<file path="config.mk">
export PLATFORM = sky130hd
export DESIGN_NAME = uart_fifo_core_flat
export DESIGN_NICKNAME = d
export VERILOG_FILES = /design/src/rtl/uart_fifo_core_if.sv /design/src/rtl/uart_fifo_core.sv /design/src/flat_wrapper.sv
export SDC_FILE = /design/constraint.sdc
export NUM_CORES = 1
export LEC_CHECK = 0
export ABC_AREA = 1
export CAP_MARGIN = 10
export CELL_PAD_IN_SITES_DETAIL_PLACEMENT = 1
export CELL_PAD_IN_SITES_GLOBAL_PLACEMENT = 2
export CORE_MARGIN = 1
export CORE_UTILIZATION = 38
export DETAILED_ROUTE_END_ITERATION = 8
export PLACE_DENSITY = 0.79
export SYNTH_ARGS = -nofsm -noshare
export SYNTH_HDL_FRONTEND = slang
export SYNTH_SLANG_ARGS = --single-unit
</file>
<file path="constraint.sdc">
create_clock -name clk -period 3.83 [get_ports clk]
set_clock_uncertainty 0.2 [all_clocks]
set_input_delay 0.766 -clock clk [delete_from_list [all_inputs] [get_ports clk]]
set_output_delay 0.766 -clock clk [all_outputs]
set_load 0.005 [all_outputs]
</file>
<file path="src/rtl/uart_fifo_core_if.sv">
// Peripheral-bus side of the UART: register address/strobes, write data,
// registered read data and the level interrupt.
interface uart_fifo_core_if;
    logic [31:0] addr;
    logic        wren;
    logic        rden;
    logic [31:0] din;
    logic [31:0] dout;
    logic        dout_valid;
    logic        interrupt;

    modport master (
        output addr, wren, rden, din,
        input  dout, dout_valid, interrupt
    );

    modport slave (
        input  addr, wren, rden, din,
        output dout, dout_valid, interrupt
    );
endinterface

</file>
<file path="src/rtl/uart_fifo_core.sv">
// Buffered UART peripheral: programmable 16x baud tick, TX/RX FIFOs, parity,
// one or two stop bits, CTS hold, sticky W1C error flags and a level interrupt.
module uart_fifo_core_fifo #(
    parameter int DEPTH = 16,
    parameter int WIDTH = 8
) (
    input  logic                       clk,
    input  logic                       rst,
    input  logic                       push,
    input  logic [WIDTH-1:0]           din,
    input  logic                       pop,
    output logic [WIDTH-1:0]           dout,
    output logic                       full,
    output logic                       empty,
    output logic [$clog2(DEPTH):0]     count
);
    localparam int AW = $clog2(DEPTH);
    localparam logic [AW:0] FULL_COUNT = (AW+1)'(DEPTH);

    logic [WIDTH-1:0] mem [DEPTH];
    logic [AW-1:0]    wr_ptr;
    logic [AW-1:0]    rd_ptr;
    logic             push_ok;
    logic             pop_ok;

    // Status is taken from the registered count, so a push into a full FIFO is
    // refused and a pop from an empty one ignored even if the other side moves.
    assign full    = (count == FULL_COUNT);
    assign empty   = (count == '0);
    assign push_ok = push && !full;
    assign pop_ok  = pop && !empty;
    assign dout    = mem[rd_ptr];

    always_ff @(posedge clk) begin
        if (rst) begin
            wr_ptr <= '0;
            rd_ptr <= '0;
            count  <= '0;
        end else begin
            if (push_ok) wr_ptr <= wr_ptr + 1'b1;
            if (pop_ok)  rd_ptr <= rd_ptr + 1'b1;
            count <= count + {{AW{1'b0}}, push_ok} - {{AW{1'b0}}, pop_ok};
        end
    end

    always_ff @(posedge clk) begin
        if (push_ok) mem[wr_ptr] <= din;
    end
endmodule

module uart_fifo_core #(
    parameter int          FIFO_DEPTH = 16,
    parameter logic [15:0] DIV_RESET  = 16'd53
) (
    input  logic            clk,
    input  logic            rst,
    uart_fifo_core_if.slave bus,
    output logic            uart_tx,
    input  logic            uart_rx,
    input  logic            uart_cts
);
    localparam int AW = $clog2(FIFO_DEPTH);

    typedef enum logic [2:0] {
        TX_IDLE, TX_START, TX_DATA, TX_PARITY, TX_STOP
    } tx_state_t;

    typedef enum logic [2:0] {
        RX_IDLE, RX_START, RX_DATA, RX_PARITY, RX_STOP
    } rx_state_t;

    logic [15:0] div_q;
    logic [1:0]  parity_q;
    logic        two_stop_q;
    logic        rx_ie_q;
    logic        tx_ie_q;
    logic        err_ie_q;
    logic [3:0]  err_q;
    logic [3:0]  err_set;

    logic [1:0]  reg_sel;
    logic        wr_data;
    logic        wr_ctrl;
    logic        wr_err;
    logic        rd_data;
    logic [31:0] dout_q;
    logic        dout_valid_q;

    logic [15:0] baud_cnt;
    logic        tick;

    logic        tx_full;
    logic        tx_empty;
    logic [AW:0] tx_count;
    logic [7:0]  tx_fifo_dout;
    logic        rx_full;
    logic        rx_empty;
    logic [AW:0] rx_count;
    logic [7:0]  rx_fifo_dout;

    tx_state_t   tx_state;
    tx_state_t   tx_next;
    logic        tx_pop;
    logic        tx_bit_end;
    logic [3:0]  tx_tick_cnt;
    logic [2:0]  tx_bit_cnt;
    logic [7:0]  tx_shift;
    logic        tx_par_en;
    logic        tx_par_bit;
    logic        tx_two_stop;
    logic        tx_line;
    logic        tx_busy;

    rx_state_t   rx_state;
    rx_state_t   rx_next;
    logic        rx_push;
    logic [1:0]  rx_sync;
    logic        rx_s;
    logic [3:0]  rx_tick_cnt;
    logic [2:0]  rx_bit_cnt;
    logic [7:0]  rx_shift;
    logic        rx_par_en;
    logic        rx_par_odd;
    logic        rx_par_bit;

    logic        unused_bits;
    assign unused_bits = ^{bus.addr[31:4], bus.addr[1:0], bus.din[31:22]};

    assign reg_sel = bus.addr[3:2];
    assign wr_data = bus.wren && (reg_sel == 2'd0);
    assign wr_ctrl = bus.wren && (reg_sel == 2'd2);
    assign wr_err  = bus.wren && (reg_sel == 2'd3);
    assign rd_data = bus.rden && (reg_sel == 2'd0);

    function automatic logic [7:0] sat8(input logic [AW:0] c);
        logic [8:0] c9;
        c9 = 9'(c);
        return c9[8] ? 8'hFF : c9[7:0];
    endfunction

    always_ff @(posedge clk) begin
        if (rst) begin
            div_q      <= DIV_RESET;
            parity_q   <= 2'b00;
            two_stop_q <= 1'b0;
            rx_ie_q    <= 1'b0;
            tx_ie_q    <= 1'b0;
            err_ie_q   <= 1'b0;
        end else if (wr_ctrl) begin
            div_q      <= bus.din[15:0];
            parity_q   <= bus.din[17:16];
            two_stop_q <= bus.din[18];
            rx_ie_q    <= bus.din[19];
            tx_ie_q    <= bus.din[20];
            err_ie_q   <= bus.din[21];
        end
    end

    // A CTRL write restarts the tick so a new divisor starts from a clean phase.
    assign tick = (baud_cnt == div_q);

    always_ff @(posedge clk) begin
        if (rst || wr_ctrl || tick) baud_cnt <= '0;
        else                        baud_cnt <= baud_cnt + 16'd1;
    end

    uart_fifo_core_fifo #(.DEPTH(FIFO_DEPTH), .WIDTH(8)) tx_fifo (
        .clk   (clk),
        .rst   (rst),
        .push  (wr_data),
        .din   (bus.din[7:0]),
        .pop   (tx_pop),
        .dout  (tx_fifo_dout),
        .full  (tx_full),
        .empty (tx_empty),
        .count (tx_count)
    );

    uart_fifo_core_fifo #(.DEPTH(FIFO_DEPTH), .WIDTH(8)) rx_fifo (
        .clk   (clk),
        .rst   (rst),
        .push  (rx_push),
        .din   (rx_shift),
        .pop   (rd_data),
        .dout  (rx_fifo_dout),
        .full  (rx_full),
        .empty (rx_empty),
        .count (rx_count)
    );

    assign tx_bit_end = tick && (tx_tick_cnt == 4'd15);
    assign tx_busy    = (tx_state != TX_IDLE);

    always_ff @(posedge clk) begin
        if (rst) tx_state <= TX_IDLE;
        else     tx_state <= tx_next;
    end

    // Frames only start on a tick so every bit spans exactly 16 ticks; the end
    // of the last stop bit may chain straight into the next queued byte.
    always_comb begin
        tx_next = tx_state;
        tx_pop  = 1'b0;
        case (tx_state)
            TX_IDLE: begin
                if (tick && !tx_empty && !uart_cts) begin
                    tx_next = TX_START;
                    tx_pop  = 1'b1;
                end
            end
            TX_START:  if (tx_bit_end) tx_next = TX_DATA;
            TX_DATA: begin
                if (tx_bit_end && tx_bit_cnt == 3'd7)
                    tx_next = tx_par_en ? TX_PARITY : TX_STOP;
            end
            TX_PARITY: if (tx_bit_end) tx_next = TX_STOP;
            TX_STOP: begin
                if (tx_bit_end && (!tx_two_stop || tx_bit_cnt == 3'd1)) begin
                    if (!tx_empty && !uart_cts) begin
                        tx_next = TX_START;
                        tx_pop  = 1'b1;
                    end else begin
                        tx_next = TX_IDLE;
                    end
                end
            end
            default: tx_next = TX_IDLE;
        endcase
    end

    always_ff @(posedge clk) begin
        if (rst) begin
            tx_tick_cnt <= '0;
            tx_bit_cnt  <= '0;
            tx_shift    <= '0;
            tx_par_en   <= 1'b0;
            tx_par_bit  <= 1'b0;
            tx_two_stop <= 1'b0;
        end else if (tx_pop) begin
            tx_shift    <= tx_fifo_dout;
            tx_par_en   <= (parity_q == 2'b01) || (parity_q == 2'b10);
            tx_par_bit  <= (^tx_fifo_dout) ^ (parity_q == 2'b10);
            tx_two_stop <= two_stop_q;
            tx_tick_cnt <= '0;
            tx_bit_cnt  <= '0;
        end else if (tick && tx_state != TX_IDLE) begin
            tx_tick_cnt <= tx_tick_cnt + 4'd1;
            if (tx_tick_cnt == 4'd15) begin
                if (tx_state == TX_DATA) begin
                    tx_shift   <= {1'b0, tx_shift[7:1]};
                    tx_bit_cnt <= tx_bit_cnt + 3'd1;
                end else if (tx_state == TX_STOP) begin
                    tx_bit_cnt <= tx_bit_cnt + 3'd1;
                end
            end
        end
    end

    always_comb begin
        tx_line = 1'b1;
        case (tx_state)
            TX_START:  tx_line = 1'b0;
            TX_DATA:   tx_line = tx_shift[0];
            TX_PARITY: tx_line = tx_par_bit;
            default:   tx_line = 1'b1;
        endcase
    end

    // Registered so the serial line never glitches while the FSM changes state.
    always_ff @(posedge clk) begin
        if (rst) uart_tx <= 1'b1;
        else     uart_tx <= tx_line;
    end

    assign rx_s = rx_sync[1];

    always_ff @(posedge clk) begin
        if (rst) rx_state <= RX_IDLE;
        else     rx_state <= rx_next;
    end

    always_comb begin
        rx_next = rx_state;
        rx_push = 1'b0;
        case (rx_state)
            RX_IDLE:  if (tick && !rx_s) rx_next = RX_START;
            RX_START: if (tick && rx_tick_cnt == 4'd7) rx_next = rx_s ? RX_IDLE : RX_DATA;
            RX_DATA: begin
                if (tick && rx_tick_cnt == 4'd15 && rx_bit_cnt == 3'd7)
                    rx_next = rx_par_en ? RX_PARITY : RX_STOP;
            end
            RX_PARITY: if (tick && rx_tick_cnt == 4'd15) rx_next = RX_STOP;
            RX_STOP: begin
                if (tick && rx_tick_cnt == 4'd15) begin
                    rx_next = RX_IDLE;
                    rx_push = 1'b1;
                end
            end
            default: rx_next = RX_IDLE;
        endcase
    end

    always_ff @(posedge clk) begin
        if (rst) begin
            rx_sync     <= 2'b11;
            rx_tick_cnt <= '0;
            rx_bit_cnt  <= '0;
            rx_shift    <= '0;
            rx_par_en   <= 1'b0;
            rx_par_odd  <= 1'b0;
            rx_par_bit  <= 1'b0;
        end else begin
            rx_sync <= {rx_sync[0], uart_rx};
            if (rx_state == RX_IDLE) begin
                rx_tick_cnt <= '0;
                rx_bit_cnt  <= '0;
                if (rx_next == RX_START) begin
                    rx_par_en  <= (parity_q == 2'b01) || (parity_q == 2'b10);
                    rx_par_odd <= (parity_q == 2'b10);
                end
            end else if (tick) begin
                if (rx_state == RX_START && rx_tick_cnt == 4'd7) rx_tick_cnt <= '0;
                else                                             rx_tick_cnt <= rx_tick_cnt + 4'd1;
                if (rx_tick_cnt == 4'd15) begin
                    case (rx_state)
                        RX_DATA: begin
                            rx_shift   <= {rx_s, rx_shift[7:1]};
                            rx_bit_cnt <= rx_bit_cnt + 3'd1;
                        end
                        RX_PARITY: rx_par_bit <= rx_s;
                        default: ;
                    endcase
                end
            end
        end
    end

    always_comb begin
        err_set    = 4'b0000;
        err_set[0] = wr_data && tx_full;
        err_set[1] = rx_push && rx_full;
        err_set[2] = rx_push && !rx_s;
        err_set[3] = rx_push && rx_par_en && (rx_par_bit != ((^rx_shift) ^ rx_par_odd));
    end

    // New error events win over a simultaneous W1C clear.
    always_ff @(posedge clk) begin
        if (rst)         err_q <= 4'b0000;
        else if (wr_err) err_q <= (err_q & ~bus.din[3:0]) | err_set;
        else             err_q <= err_q | err_set;
    end

    always_ff @(posedge clk) begin
        if (rst) begin
            dout_q       <= '0;
            dout_valid_q <= 1'b0;
        end else begin
            dout_valid_q <= bus.rden;
            if (bus.rden) begin
                case (reg_sel)
                    2'd0: dout_q <= rx_empty ? 32'd0 : {23'd0, 1'b1, rx_fifo_dout};
                    2'd1: dout_q <= {8'd0, sat8(tx_count), sat8(rx_count), 3'd0,
                                     tx_busy, tx_full, tx_empty, rx_full, rx_empty};
                    2'd2: dout_q <= {10'd0, err_ie_q, tx_ie_q, rx_ie_q, two_stop_q,
                                     parity_q, div_q};
                    default: dout_q <= {28'd0, err_q};
                endcase
            end
        end
    end

    assign bus.dout       = dout_q;
    assign bus.dout_valid = dout_valid_q;
    assign bus.interrupt  = (rx_ie_q && !rx_empty) ||
                            (tx_ie_q && tx_empty && !tx_busy) ||
                            (err_ie_q && (err_q != 4'b0000));
endmodule

</file>
<file path="src/flat_wrapper.sv">
// flat-port wrapper written by rule: the top's interface ports become plain ports
module uart_fifo_core_flat 
#(
    parameter int          FIFO_DEPTH = 16,
    parameter logic [15:0] DIV_RESET  = 16'd53
)
  (clk, rst, uart_tx, uart_rx, uart_cts, bus_addr, bus_wren, bus_rden, bus_din, bus_dout, bus_dout_valid, bus_interrupt);
  uart_fifo_core_if bus_i ();
  input  logic clk;
  input  logic rst;
  output logic uart_tx;
  input  logic uart_rx;
  input  logic uart_cts;
  input wire logic [$bits(bus_i.addr)-1:0] bus_addr;
  input wire logic [$bits(bus_i.wren)-1:0] bus_wren;
  input wire logic [$bits(bus_i.rden)-1:0] bus_rden;
  input wire logic [$bits(bus_i.din)-1:0] bus_din;
  output wire logic [$bits(bus_i.dout)-1:0] bus_dout;
  output wire logic [$bits(bus_i.dout_valid)-1:0] bus_dout_valid;
  output wire logic [$bits(bus_i.interrupt)-1:0] bus_interrupt;
  assign bus_i.addr = bus_addr;
  assign bus_i.wren = bus_wren;
  assign bus_i.rden = bus_rden;
  assign bus_i.din = bus_din;
  assign bus_dout = bus_i.dout;
  assign bus_dout_valid = bus_i.dout_valid;
  assign bus_interrupt = bus_i.interrupt;
  uart_fifo_core #(.FIFO_DEPTH(FIFO_DEPTH), .DIV_RESET(DIV_RESET)) u_core (.clk(clk), .rst(rst), .bus(bus_i), .uart_tx(uart_tx), .uart_rx(uart_rx), .uart_cts(uart_cts));
endmodule
</file>
# After elaboration in Yosys (flattened, before gate mapping)
# Memory sizes are Yosys's and may differ from the RTL's. A register that Yosys moved wholly into a read port is not among the register bits.
# Index checks and enable logic that the tools add are counted.
# Widths: inputs -> output; s select.
totals:
  reg_bits: 146
  mem_bits_rw: 256
  output_inout_bits: 35
  wordCells: 189
  mem_count: 2
classes:
  addsub: 13
  eq_ne: 29
  muxes: 41
  bitwise_logic: 7
  reduce_logical: 65
mem_list:
  columns: ["name", "words", "word_bits", "rd", "rd_ports_with_merged_regs", "write_ports", "line", "text"]
  rows:
  - ["u_core.rx_fifo.mem", 16, 8, 1, 1, 1, "uart_fifo_core.sv:20", "logic [WIDTH-1:0] mem [DEPTH];"]
  - ["u_core.tx_fifo.mem", 16, 8, 1, 1, 1, "uart_fifo_core.sv:20", null]
ops:
  columns: ["op", "count"]
  rows:
  - ["$pmux 32 s3", 1]
  - ["$mux 3", 14]
  - ["$mux 8", 4]
  - ["$pmux 3 s5", 2]
  - ["$logic_and 1x1->1", 29]
  - ["$add 4x1->4 const B", 6]
  - ["$mux 4", 6]
  - ["$add 16x1->16 const B", 1]
  - ["$eq 16x16->1", 1]
  - ["$reduce_xor 8->1", 2]
  - ["$eq 3x1->1 const B", 4]
  - ["$eq 3x2->1 const B", 4]
  - ["$eq 3x3->1 const B", 4]
  - ["$add 5x1->5", 2]
  - ["$eq 5x5->1 const B", 2]
  - ["$logic_not 5->1", 2]
  - ["$mux 1", 10]
  - ["$ne 2x1->1 const B", 5]
  - ["$sub 5x1->5", 2]
  - ["$mux 9", 1]
  - ["$reduce_and 3->1", 3]
  - ["$eq 4x4->1 const B", 2]
  - ["$logic_not 1->1", 8]
  - ["$or 4x4->4", 2]
  - ["other kinds (22)", 38]

# Logic depth before layout (Yosys ltp)
# Gate-level depths: netlist of the first run.
depth:
  depth_word: 9
  mapped_depth: 20
  mapped_depth_nobuf: 20

# Hierarchy
# From an unflattened synthesis of the first run, not the netlist that was laid out.
hier_totals:
  hier_cells: 2066
  hier_area_um2: 18489.0
by_module_without_submodules:
  columns: ["mod", "n_inst", "cells_each", "area_per_inst_um2", "seq_area_each_um2"]
  rows:
  - ["uart_fifo_core_fifo", 2, 650, 6434.9, 4184.0]
  - ["uart_fifo_core", 1, 766, 5619.1, 2202.1]

# Worst setup path after synthesis of the first run
# Ideal clock, no wire load.
synth_timing:
  kind: "reg2reg"
  from: "reg u_core.baud_cnt[0]"
  to: "reg u_core.rx_fifo.count[4]"
  setup_time_ps: 128
  arrival_time_ps: 2997
  path_slack_ps: 505
  path_stages_with_launch: 21
  n_path_buf: 0
  path_cell_list: "dfxtp_1 inv_1 nand2_1 nand4_1 nor4_4 nand2_4 clkinv_2 nand2_4 nor2_8 inv_2 nor3_4 inv_1 ha_1 inv_1 ha_1 inv_1 fa_1 nor3_1 a211oi_1 o21ai_0 a21oi_1"
synth_via:
  elab_chain_len: 7
synth_rtl:
  columns: ["element", "line", "text"]
  rows:
  - ["start: declaration", "uart_fifo_core.sv:89", "logic [15:0] baud_cnt;"]
  - ["start signal: assignment", "uart_fifo_core.sv:164", "else baud_cnt <= baud_cnt + 16'd1;"]
  - ["$eq 16x16->1", "uart_fifo_core.sv:160", "assign tick = (baud_cnt == div_q);"]
  - ["$logic_and 1x1->1", "uart_fifo_core.sv:294", "if (tick && rx_tick_cnt == 4'd15) begin"]
  - ["$mux 1", "uart_fifo_core.sv:294", null]
  - ["$mux 1", "uart_fifo_core.sv:285", "case (rx_state)"]
  - ["$logic_and 1x1->1", "uart_fifo_core.sv:30", "assign push_ok = push && !full;"]
  - ["$add 5x1->5", "uart_fifo_core.sv:42", "count <= count + {{AW{1'b0}}, push_ok} - {{AW{1'b0}}, pop_ok};"]
  - ["$sub 5x1->5", "uart_fifo_core.sv:42", null]
  - ["end signal: assignment", "uart_fifo_core.sv:42", null]
  - ["end: declaration", "uart_fifo_core.sv:15", "output logic [$clog2(DEPTH):0] count"]
# No other way between the ends.
# A chain may end at the register's enable or synchronous reset.

# Worst setup path in the final report of the first run
layout_timing:
  from: "reg u_core.baud_cnt[10]"
  to: "reg u_core.rx_fifo.count[4]"
# The elaborated chain is that of the path after synthesis.

==> flow_summary.toml, run 1 <==
[synthesis]
synthAdderAreaFrac_pct = 2.38
synth_cell_type_count = 50
synth_compound_area_share_pct = 10.6
synthTopCellsByArea = "edfxtp_1 44%, dfxtp_1 17%, nand2_1 7.4%, nor2_1 4.7%, o21ai_0 4.4%"
seq_area_frac_synth_pct = 60.6
synth_edf_count = 256
synth_simple_gate_area_share_pct = 18.3
ys_async_sr_fraction_pct = 0
netlist_area_mm2 = 0.0174
synth-xor-area-share_pct = 1.36
yosys_warnings = 0
synth_top_cell_by_area = "edfxtp_1"
synthCells = 1822
syn_avg_cell_area_um2 = 9.58
yosysTopAreaCellShare_pct = 44.1
synth_ff_type = "edfxtp_1"
synth_mux_area_share_pct = 0
synth_top_family_by_area = "simple AND/OR/NAND/NOR gates"
synth-seq-cells = 400

[placed_design]
io_buffers = 54
dpl.hpwl_um = 31300
placed_cells_incl_taps = 2459
gp_congestion = 0.776

[critical_path]
start_kind = "flop"
cp-end-kind = "flop"
critPathTopFamily = "simple AND/OR/NAND/NOR gates"
worstPathRequired_ns = 4.08
path_common_cell = "inv_1"
crit_fanout = 6
timing.critical_path.from = "u_core.baud_cnt[10]"
rr_startpoint = "u_core.baud_cnt[10]"
cp_num_buf_inv = 6
worstPathCellList = "inv_1 > nand2_1 > nand4_1 > nor4_4 > nand2_4 > clkinv_2 > nand2_4 > nor2_8 > inv_2 > nor3_4 > inv_1 > ha_1 > inv_1 > ha_1 > inv_1 > fa_1 > nor3_1 > a211oi_1 > o21ai_1 > a21oi_1"
slowest_delay_ns = 0.42
cp_data_arrival_time_ns = 3.72
path_class = "reg -> reg"
cp_slowest_cell = "fa_1"

[power_and_ir_drop]
combPwrFrac_pct = 9.5
swShare_pct = 24.7
p_clk_share_pct = 41.3
vdd_drop_max_mv = 0.387
p_seq_share_pct = 49.2
switching_power_mw = 2.37
p_int_mw = 7.21
p_per_area_mw_per_mm2 = 474
p_leak_nw = 7.45

[clock_tree]
cts_made_buffers = 44
numClockSinks = 400
cts_max_path_buffers = 3
htree_levels = 2
cts_root_buf = "clkbuf_16"
ctsResizeCount = 0
hold_buffers = 0
clk_latency_ns = 0.58
cts.clk_slew.worst_paths_ns = 0.06
post_cts_buffers = 0
cts_tree = "built"

[floorplanning]
ios = 105
die-area_mm2 = 0.0468
row_count = 78
initial_core_util_pct = 38.4
die_h_um = 216
die_x_um = 216
core_mm2 = 0.0454

[finish]
antenna_cells = 0
instances_no_fill = 2541
area_growth_pct = 15.8
nets = 2007
drive_above_1_share_pct = 8.19
fin_util_pct = 44.5

[timing]
rsz0062_at_grt = "false"
setup_violations = 0
max_freq_ghz = 0.288
fin_crit_ns = 3.47
final_max_slew_viol_count = 0
finalSetupTns_ns = 0
hold_viol_final = 0
min_period_over_period_pct = 90.7
worstMarginPinSlew_ns = 0.971
maxSlewHeadroom_pct = 35.1

[drt]
drt-total-wl_um = 47900
postRouteAntennaNets = 0
routedWlPerCell_um = 18.9
firstDrtPassIters = 4
drc = 0
drt-vias-per-instance = 5.14
drtIter0Drc = 581
num_vias = 13056

[grt]
first_global_vias = 13648
gr-total-overflow = 0
grt_pass1_wl_um = 75400
grt_max_degree = 70
grtUsageTotal_pct = 20.7
antenna_found_initial = 0

[run]
maxCapViolations = 0

[hold_path]
worstHoldStart = "u_core.rx_sync[0]"
holdCritPathClass = "reg -> reg"

[run_status]
outcome = "completed"
==> layout by cell type, fill, tap and decap left out, types with 9 or more instances in the layout <==
cell and count:
o22ai_1 15, nand2_1 345, clkdlybuf4s50_1 53, xor2_1 12, a21oi_1 92, clkbuf_16 45
o21ai_0 151, nor2_1 217, nand4_1 13, conb_1 10, clkbuf_1 20, o211ai_1 16
buf_4 56, o221ai_1 31, ha_1 30, nor3_1 12, nand3_1 120, inv_1 193
inv_2 9, edfxtp_1 256, dfxtp_1 140, xnor2_1 15
==> worst register-to-register path, delay by kind of cell (launching register included) <==
kind,cells,cell delay (ns)
AND/OR/NAND/NOR,8,1.22
adder cells (fa/ha/maj),3,0.86
buffers and inverters,6,0.43
flip-flops,1,0.35
AO/OA/AOI/OAI,3,0.29
==> Yosys cell counts (all sizes together) (2+ instances only) <==
| master | count |
|---|---|
| nor3b | 7 |
| nand2 | 353 |
| fa | 2 |
| o211ai | 16 |
| nand4 | 14 |
| nor3 | 17 |
| a211oi | 3 |
| o22ai | 15 |
| nor2 | 221 |
| a31oi | 2 |
| o221ai | 31 |
| edfxtp | 256 |
| xnor2 | 15 |
| a21boi | 7 |
| xor2 | 12 |
| o21a | 2 |
| nand3 | 121 |
| clkbuf | 47 |
| nor4 | 4 |
| buf | 40 |
| inv | 202 |
| dfxtp | 144 |
| a21oi | 92 |
| ha | 30 |
| o21ai | 153 |
| or2 | 8 |
==> cell type report <==
class                      instances  area, um^2
clock inverter                    13        65.1
multi-input combinational       1141        5740
tap                              600         751
clock buffer                      69        1260
timing repair buffer             115        1060
fill                            5083       25200
sequential                       400       10600
inverter                         203         763
==> cell families after synthesis <==
logic type / Yosys count
compound gates: 325
xor+xnor: 27
fa+ha+maj: 32
buf+inv: 290
flops: 400
other cells: 1
simple gates: 747
==> routing by layer <==
metal / wire (um) / share of wire (%) / GRT usage, %
met5: 0 / 0 / 0
met4: 1170 / 2.4 / 6.74
met1: 21500 / 45 / 26.3
met3: 1700 / 3.6 / 2.91
met2: 23500 / 49 / 36.2
==> worst paths after layout <==
check | end | slack, ns | depth (start not counted)
worst min-delay path | u_core.rx_sync[1] | 0.21 | 1
worst max-delay path | u_core.rx_fifo.count[4] | 0.36 | 20
worst min register to register | u_core.rx_sync[1] | 0.21 | 1
worst max register to register | u_core.rx_fifo.count[4] | 0.36 | 20
==> power by group through the flow <==
| stage | Combinational [mW] | Sequential [mW] | Clock (mW) |
|---|---|---|---|
| global placement | 0.881 | 4.80 | 0 |
| CTS | 0.916 | 4.71 | 4.06 |
| finish | 0.907 | 4.71 | 3.96 |
| floorplan | 0.530 | 4.78 | 0 |
| detailed placement | 0.910 | 4.80 | 0 |
| global route | 1.01 | 4.72 | 4.21 |
==> stage by stage <==
stage	worst slack (ns)	power (mW)	hold WS (ns)	area [um^2]
after floorplan	0.505	5.31	0.189	17500
after global placement	0.189	5.68	0.197	18900
after detailed placement	0.0739	5.71	0.201	18900
after CTS	0.248	9.69	0.214	20200
after global routing	0.0448	9.94	0.223	20200
final	0.356	9.58	0.212	20200
==> flip-flops by register name (all words and copies together), names as in the netlist, 5 cells and up, named ones only <==
register	count
u_core.tx_fifo.mem	128
u_core.rx_fifo.mem	128
u_core.tx_fifo.count	5
u_core.rx_fifo.count	5
u_core.bus.dout	22
u_core.rx_shift	8
u_core.div_q	16
u_core.baud_cnt	16
u_core.tx_shift	8
Power figures use the tool's default switching activity.
==> run 2: changes to the inputs <==
HOLD_SLACK_MARGIN = 0.05   (was not set)
==> results of run 2 <==
The final DEF is identical to that of run 1; final timing and power are the same.
==> run 3: changes to the inputs <==
PLACE_DENSITY = not set   (was 0.79)
PLACE_DENSITY_LB_ADDON = 0.1   (was not set)
==> flow_summary.toml, run 3 (synthesized netlist as in run 1, its figures left out) <==
[clock_tree]
cts.clk_slew.worst_paths_ns = 0.06
htree_levels = 2
post_cts_buffers = 0
numClockSinks = 400
cts_made_buffers = 46
cts_tree = "built"
clk_latency_ns = 0.59
cts_root_buf = "clkbuf_16"
cts_max_path_buffers = 3

[drt]
drc = 0
routedWlPerCell_um = 19.3
postRouteAntennaNets = 0
drtIter0Drc = 737
num_vias = 12893
drt-total-wl_um = 49300
drt-vias-per-instance = 5.05
firstDrtPassIters = 5

[power_and_ir_drop]
p_int_mw = 7.68
swShare_pct = 24.5
p_clk_share_pct = 44.7
p_per_area_mw_per_mm2 = 497
combPwrFrac_pct = 9.0
p_seq_share_pct = 46.2
p_leak_nw = 7.59
switching_power_mw = 2.49
vdd_drop_max_mv = 0.656

[timing]
whs_ns = 0.214
fin_crit_ns = 3.55
final_max_slew_viol_count = 0
hold_viol_final = 0
finalSetupTns_ns = 0
min_period_over_period_pct = 92.6
rsz0062_at_grt = "false"
worstMarginPinSlew_ns = 0.995
max_freq_ghz = 0.282
setup_violations = 0
maxSlewHeadroom_pct = 33.4

[grt]
antenna_found_initial = 0
grt_max_degree = 70
grt_pass1_wl_um = 77500
grtUsageTotal_pct = 21.5
gr-total-overflow = 0
first_global_vias = 13399

[critical_path]
path_common_cell = "inv_1"
cp_slowest_cell = "fa_1"
r2r_slack_ns = 0.28
path_class = "reg -> reg"
crit_fanout = 6
slowest_delay_ns = 0.43
cp_num_buf_inv = 6
cp-end-kind = "flop"
worstPathRequired_ns = 4.10
critPathTopFamily = "simple AND/OR/NAND/NOR gates"
start_kind = "flop"
worstPathCellList = "inv_2 > nand2_2 > nand4_2 > nor4_4 > nand2_4 > clkinv_2 > nand2_4 > nor2_8 > inv_2 > nor3_4 > inv_1 > ha_1 > inv_1 > ha_1 > inv_1 > fa_1 > nor3_1 > a211oi_1 > o21ai_0 > a21oi_1"
cp_data_arrival_time_ns = 3.82

[floorplanning]
die-area_mm2 = 0.0468
row_count = 78
initial_core_util_pct = 38.4
core_mm2 = 0.0454
ios = 105
die_h_um = 216
die_x_um = 216

[placed_design]
placed_cells_incl_taps = 2466
gp_congestion = 0.756
dpl.hpwl_um = 32600
io_buffers = 54

[hold_path]
holdCritPathClass = "reg -> reg"

[finish]
instances_no_fill = 2553
fin_util_pct = 45.1
drive_above_1_share_pct = 9.22
final_common_cell = "nand2_1"
area_growth_pct = 17.3
layout_common_cells = "345 x nand2_1, 256 x edfxtp_1, 217 x nor2_1, 193 x inv_1, 152 x o21ai_0"
nets = 2016

[run]
maxCapViolations = 0

[run_status]
outcome = "completed"
[run 3: cell types whose count changed in the layout (fill, tap and decap cells not counted), sizes merged]
cell      before  now
clkinvlp       0    4
clkbuf        69   64
bufinv         0    5
diode          0    1
buf           62   69
[run 3: final timing paths]
path,cells past startpoint,from,end
setup / recovery,20,u_core.baud_cnt[5],u_core.rx_fifo.count[4]
setup reg to reg,20,u_core.baud_cnt[5],u_core.rx_fifo.count[4]
hold / removal,1,u_core.rx_sync[0],u_core.rx_sync[1]
hold reg to reg,1,u_core.rx_sync[0],u_core.rx_sync[1]
[run 3: final cells by class]
| type | count | area, um^2 |
|---|---|---|
| Timing Repair Buffer | 122 | 1070 |
| Antenna cell | 1 | 2.50 |
| Clock inverter | 22 | 264 |
| Tap cell | 600 | 751 |
| Fill cell | 5125 | 24900 |
| Sequential cell | 400 | 10600 |
| Multi-Input combinational cell | 1141 | 5740 |
| Inverter | 203 | 763 |
| Clock buffer | 64 | 1300 |
[run 3: layer usage]
layer	GRT usage [%]	wire length [um]
met1	28.7	23400
met4	6.38	1140
met3	2.69	1170
met5	0	0
met2	36.5	23500
[run 3: metrics by stage]
step / setup WS, ns / instance area, um^2 / power, mW
final: 0.282 / 20500 / 10.2
after global routing: 0.0166 / 20500 / 10.6
after floorplan: 0.505 / 17500 / 5.31
after detailed placement: 0.175 / 18900 / 5.72
after CTS: 0.223 / 20500 / 10.3
after global placement: 0.179 / 18900 / 5.71
[run 3: worst register-to-register path: stages, from the launching register on]
cell	delay [ns]
dfxtp_1	0.42
inv_2	0.08
nand2_2	0.06
nand4_2	0.14
nor4_4	0.28
nand2_4	0.09
clkinv_2	0.08
nand2_4	0.07
nor2_8	0.12
inv_2	0.07
nor3_4	0.23
inv_1	0.09
ha_1	0.29
inv_1	0.06
ha_1	0.15
inv_1	0.06
fa_1	0.43
nor3_1	0.24
a211oi_1	0.08
o21ai_0	0.15
a21oi_1	0.05
[run 3: power groups by stage]
stage | combinational, mW | sequential, mW | clock, mW
2_1_floorplan | 0.530 | 4.78 | 0
3_3_place_gp | 0.919 | 4.79 | 0
3_5_place_dp | 0.931 | 4.79 | 0
4_1_cts | 0.937 | 4.70 | 4.67
5_1_grt | 1.04 | 4.71 | 4.83
6_report | 0.919 | 4.70 | 4.55
[run 3: timing repair]
| action | 4_1_cts | 5_1_grt |
|---|---|---|
| setup endpoints to repair | 0 | 1 |
| gates resized for setup | 0 | 1 |
| hold buffers | 0 | 0 |
